**config.mk**
```make
export PLATFORM = sky130hd
export DESIGN_NAME = cmp_seq
export DESIGN_NICKNAME = d
export VERILOG_FILES = /design/src/rtl/cmp_seq.sv
export SDC_FILE = /design/constraint.sdc
export NUM_CORES = 1
export LEC_CHECK = 0
export ABC_AREA = 1
export CAP_MARGIN = 20
export CELL_PAD_IN_SITES_DETAIL_PLACEMENT = 1
export CELL_PAD_IN_SITES_GLOBAL_PLACEMENT = 2
export CORE_MARGIN = 2
export CORE_UTILIZATION = 29
export DETAILED_ROUTE_END_ITERATION = 16
export PLACE_DENSITY_LB_ADDON = 0.3
export SETUP_SLACK_MARGIN = 0.3
export SLEW_MARGIN = 20
export SYNTH_ARGS = -nofsm -noshare
export SYNTH_HDL_FRONTEND = slang
export SYNTH_SLANG_ARGS = --single-unit
```
**constraint.sdc**
```tcl
create_clock -name clk -period 2.5 [get_ports clk]
set_clock_uncertainty 0.1 [all_clocks]
set_input_delay 0.25 -clock clk [delete_from_list [all_inputs] [get_ports clk]]
set_output_delay 0.25 -clock clk [all_outputs]
set_load 0.005 [all_outputs]
```
**src/rtl/cmp_seq.sv**
```systemverilog
// cmp_seq: multi-cycle EQ/NE/SLT/ULT comparator, walking CHUNK bits per cycle from the MSB chunk down.
// Define CMP_EARLY_EXIT_EN to finish at the first differing chunk instead of always taking NCHUNK cycles.
module cmp_seq #(
  parameter int WIDTH = 32,
  parameter int CHUNK = 8
) (
  input  logic             clk,
  input  logic             rst_n,
  input  logic             in_valid,
  output logic             in_ready,
  input  logic [WIDTH-1:0] X,
  input  logic [WIDTH-1:0] Y,
  input  logic [1:0]       op,
  output logic             out_valid,
  input  logic             out_ready,
  output logic             Z,
  output logic             eq
);

  localparam int NCHUNK = WIDTH / CHUNK;
  localparam int IDXW   = (NCHUNK > 1) ? $clog2(NCHUNK) : 1;
  localparam logic [IDXW-1:0]  LAST_IDX = IDXW'(NCHUNK - 1);
  localparam logic [WIDTH-1:0] SIGN_BIT = WIDTH'(1) << (WIDTH - 1);

  localparam logic [1:0] OP_EQ  = 2'd0;
  localparam logic [1:0] OP_NE  = 2'd1;
  localparam logic [1:0] OP_SLT = 2'd2;
  localparam logic [1:0] OP_ULT = 2'd3;

  typedef enum logic [1:0] {IDLE, BUSY, DONE} state_e;

  state_e            state_q, state_d;
  logic [WIDTH-1:0]  x_q, x_d, y_q, y_d;
  logic [1:0]        op_q, op_d;
  logic [IDXW-1:0]   idx_q, idx_d;
  logic              eq_acc_q, eq_acc_d;
  logic              lt_acc_q, lt_acc_d;
  logic              decided_q, decided_d;

  logic [WIDTH-1:0]  xm, ym;
  logic [CHUNK-1:0]  chunkX, chunkY;
  logic              chunkDiff;

  // Flipping the sign bit on both operands turns a signed compare into an unsigned one;
  // only the MSB chunk ever sees that bit, so the flip can be applied to the whole word.
  always_comb begin
    xm        = x_q ^ ((op_q == OP_SLT) ? SIGN_BIT : '0);
    ym        = y_q ^ ((op_q == OP_SLT) ? SIGN_BIT : '0);
    chunkX    = xm[idx_q*CHUNK +: CHUNK];
    chunkY    = ym[idx_q*CHUNK +: CHUNK];
    chunkDiff = (chunkX != chunkY);
  end

  always_ff @(posedge clk or negedge rst_n) begin
    if (!rst_n) begin
      state_q   <= IDLE;
      x_q       <= '0;
      y_q       <= '0;
      op_q      <= '0;
      idx_q     <= '0;
      eq_acc_q  <= 1'b0;
      lt_acc_q  <= 1'b0;
      decided_q <= 1'b0;
    end else begin
      state_q   <= state_d;
      x_q       <= x_d;
      y_q       <= y_d;
      op_q      <= op_d;
      idx_q     <= idx_d;
      eq_acc_q  <= eq_acc_d;
      lt_acc_q  <= lt_acc_d;
      decided_q <= decided_d;
    end
  end

  always_comb begin
    state_d = state_q;
    case (state_q)
      IDLE: if (in_valid) state_d = BUSY;
      BUSY: begin
        if (idx_q == '0) state_d = DONE;
`ifdef CMP_EARLY_EXIT_EN
        else if (!decided_q && chunkDiff) state_d = DONE;
`endif
      end
      DONE: if (out_ready) state_d = IDLE;
      default: state_d = IDLE;
    endcase
  end

  // The first differing chunk from the top decides the ordering; later chunks are ignored.
  always_comb begin
    x_d       = x_q;
    y_d       = y_q;
    op_d      = op_q;
    idx_d     = idx_q;
    eq_acc_d  = eq_acc_q;
    lt_acc_d  = lt_acc_q;
    decided_d = decided_q;
    case (state_q)
      IDLE: begin
        if (in_valid) begin
          x_d       = X;
          y_d       = Y;
          op_d      = op;
          idx_d     = LAST_IDX;
          eq_acc_d  = 1'b1;
          lt_acc_d  = 1'b0;
          decided_d = 1'b0;
        end
      end
      BUSY: begin
        if (!decided_q && chunkDiff) begin
          decided_d = 1'b1;
          eq_acc_d  = 1'b0;
          lt_acc_d  = (chunkX < chunkY);
        end
        if (idx_q != '0) idx_d = idx_q - IDXW'(1);
      end
      default: ;
    endcase
  end

  always_comb begin
    in_ready  = (state_q == IDLE);
    out_valid = (state_q == DONE);
    eq        = out_valid & eq_acc_q;
    Z         = 1'b0;
    if (out_valid) begin
      case (op_q)
        OP_EQ:   Z = eq_acc_q;
        OP_NE:   Z = ~eq_acc_q;
        default: Z = lt_acc_q;
      endcase
    end
  end

endmodule
```
==> summary.md <==
| Metric | Value |
|---|---|
| Status | complete, but fails checks |
| Failing checks | negative hold slack |
| Worst r2r dst | lt_acc_q$_DFFE_PN0P_ |
| Final min period | 2.04 ns |
| Max-slew violation count | 0 |
| WP data arrival | 1.69 ns |
| RSZ-0062 raised after global routing | yes |
| Total Routing Usage GR | roughly 15% |
| Max H-tree Level | 3 |
| Initial DRC count | approximately 150 |
| Worst-path cell chain | nor2_2, o21ai_0, a21oi_1, clkdlybuf4s50_1 |
| Hold Buf Count CTS | 0 |
| FFs w/ async S/R, synth | 100% |
| Mapped Area | roughly 3500 sq um |
| Number of synthesized flops with an enable pin | 0 |
| Cell internal pwr | approximately 3.5 mW |
| DIE AREA | about 13000 sq um |
| CTS tree | yes |
| Hold_ws | -0.0466 ns |
| Max Freq | ~0.49 GHz |
| Ys Warns | 0 |
| Max-slew headroom | 36.8% |
| Synth Flop Type | dfrtp_1 |
| Net Count, Synth | 525 |
| Worst reg2reg path startpoint | idx_q[0]$_DFFE_PN0P_ |
| Setup bufs post-CTS | 0 |
| Number of core rows | 40 |
| First-pass GRT wire length | 15700 microns |
| Mux contribution to synthesized area | 0% |
| Total leakage power | around 2.3 nW |
| Peak supply drop | approximately 560 uV |
| FF-to-FF path depth | 11 |
| NetSw | around 2.5 mW |
| Flop pwr share | between 30% and 40% |
| # Max-Cap Violations | 0 |
| Core Area | about 12000 sq um |
| Largest family of logic cells by synthesized area | simple AND/OR/NAND/NOR gates |
| WP data required | 2.15 ns |
| CP endpoint kind | output port |
| Largest net degree at the start of global routing | 74 |
| Yosys reg bits | 73 |
| CP max FO | 5 |
| Port-buffer cells | 73 |
| Overflow after GRT | 0 |
| Layout Area Growth over Synthesis | 32.4% |
| TritonCTS Buffers | 9 |
| Io pins | 74 |
| Pwr Density | 1310 nW/um^2 |
| Clock power share | 19.5% |
| Pre-Repair DR Iteration Count | 4 |
| Gate Count Post-Synth | about 450 |
| CP Launch Type | register |
| Worst Setup Path Type | register to output port |
| Cts repair resizes | 0 |
| Netlist cell types | 21 |
| Slew @ Worst Pin | 0.948 ns |
| Routed via count | 3022 |
| Die H | approximately 110 microns |
| Routed Antenna Nets | 0 |
| Starting Density | between 20 and 30% |
| Syn avg cell area | 7.85 sq um |
| Vias per cell | about 4.5 |
| Adder-Cell Fraction of Synth Area | 3.22% |
| Power, Total | slightly above 6 mW |
| Compound-Gate Fraction of Synth Area | around a tenth |
| Crit-path slowest cell | clkdlybuf4s50_1 |
| Worst-path clk slew | about 0.060 ns |
| # DRC | 0 |
| Vias in the first global route | 3088 |
| # clock sinks | 73 |
| Fraction of layout cells with a size suffix above 1 | 6.54% |
| Initial antenna violation count | 0 |
| Clk root buf | clkbuf_16 |
| # diodes | 0 |
| WL per Instance | 14.1 microns |
| GP Congestion | about 0.79 |
| Final HPWL DP | a little under 7000 microns |
| Largest stage delay, worst path | a little over 0.5 ns |
| Fin crit share | 81.7% |
| Chip width | between 100 and 150 microns |
| Combinational Power Share | between 40 and 50% |
| TNS Setup | 0 ns |
| Dpl cell area | ~4300 sq um |
| Nets | ~590 |
| Pre-CTS WS | around 0.31 ns |
| Final Hold Vio Count | 38 |
| Net Sw Frac | 41.8% |
| Commonest non-fill, non-tap cell in the layout | nand2_1 |
| Max clock buf depth | 2 |
| Synth Area in Simple Gates | between 20% and 30% |
| Total Wirelength | ~9400 microns |
| Final setup fails | 0 |
| Post-synthesis sequential area ratio | 52.2% |
| Clock Latency Late Sink | between 0.3 and 0.4 ns |
| Design area | ~4600 sq um |
| Fin worst setup slack | approximately 0.46 ns |
| Commonest non-fill, non-tap cells in the layout | nand2_1 (225), dfrtp_1 (73), clkdlybuf4s50_1 (72), o21ai_0 (34), nor2_1 (32) |
| R2R Setup Slk | 0.47 ns |
| Synth Area in XOR/XNOR | less than 1% |
| Hold WC Path Type | input pin to async pin |
cells by family (layout without fill, tap and decap cells):
kind of cell               after synthesis  after routing
AOI/OAI and AO/OA                       58             58
xor gates and xnor gates                 1              1
adders and majority gates                9              9
buffers and inverters                   36            110
DFF                                     73             73
and+or+nand+nor                        269            269
state kept, by name, summed over array words and instances, names as in the netlist:
signal	flops
state_q	2
idx_q	2
decided_q	1
eq_acc_q	1
x_q	32
op_q	2
y_q	32
lt_acc_q	1
how the worst max path moves through the flow:
stage	from	endpoint	slack (ns)	cells after the start
detailed placement	idx_q[0]$_DFFE_PN0P_	lt_acc_q$_DFFE_PN0P_	0.31	11
global route	idx_q[0]$_DFFE_PN0P_	lt_acc_q$_DFFE_PN0P_	0.27	13
global placement	idx_q[0]$_DFFE_PN0P_	lt_acc_q$_DFFE_PN0P_	0.42	11
finish	state_q[0]$_DFFE_PN0P_	Z	0.46	4
CTS	idx_q[0]$_DFFE_PN0P_	lt_acc_q$_DFFE_PN0P_	0.30	11
floorplan	idx_q[1]$_DFFE_PN0P_	lt_acc_q$_DFFE_PN0P_	0.61	12
cell type report:
type,count,area [sq um]
timing repair buffer,81,805
tap,147,184
clock inverter,6,43.8
sequential,73,1830
inverter,13,51.3
fill,1470,7280
clock buffer,10,229
multi-input combinational,337,1500
synthesized netlist by cell type (4+ instances only):
master,count,area [sq um]
nor2_1,35,131
nand2_1,225,845
nand3_1,6,30.0
clkbuf_1,4,15.0
o22a_1,7,61.3
a21oi_1,7,35.0
buf_2,13,65.1
o21ai_0,34,170
buf_6,4,45.0
inv_1,11,41.3
ha_1,9,113
dfrtp_1,73,1830
o22ai_1,7,43.8
per-layer routing:
metal  vias up  wire, microns  track usage, %
met3         5            355            3.88
li1       1541              -               -
met1      1424           4780            22.0
met5         -              0               0
met4         0             72            2.93
met2        52           4170            23.7
power by group through the flow:
| stage | logic, mW | registers, mW | clock network, mW |
|---|---|---|---|
| 4_1_cts | 2.76 | 2.16 | 1.21 |
| 5_1_grt | 3.21 | 2.22 | 1.27 |
| 3_3_place_gp | 2.63 | 2.17 | 0 |
| 6_report | 2.72 | 2.16 | 1.18 |
| 3_5_place_dp | 2.74 | 2.17 | 0 |
| 2_1_floorplan | 2.01 | 2.01 | 0 |
metrics by stage:
stage | utilization [%] | instances
finish | 38.9 | 667
global placement | 36.5 | 651
global route | 38.9 | 667
CTS | 38.8 | 667
detailed placement | 36.5 | 651
floorplan | - | 446
critical path: cells and delay by family (launching register included):
family                 cells  cell delay (ns)
buffers and inverters      1             0.51
AOI/OAI and AO/OA          2             0.22
and+or+nand+nor            1             0.17
DFF                        1             0.45
Power figures use the tool's default switching activity.
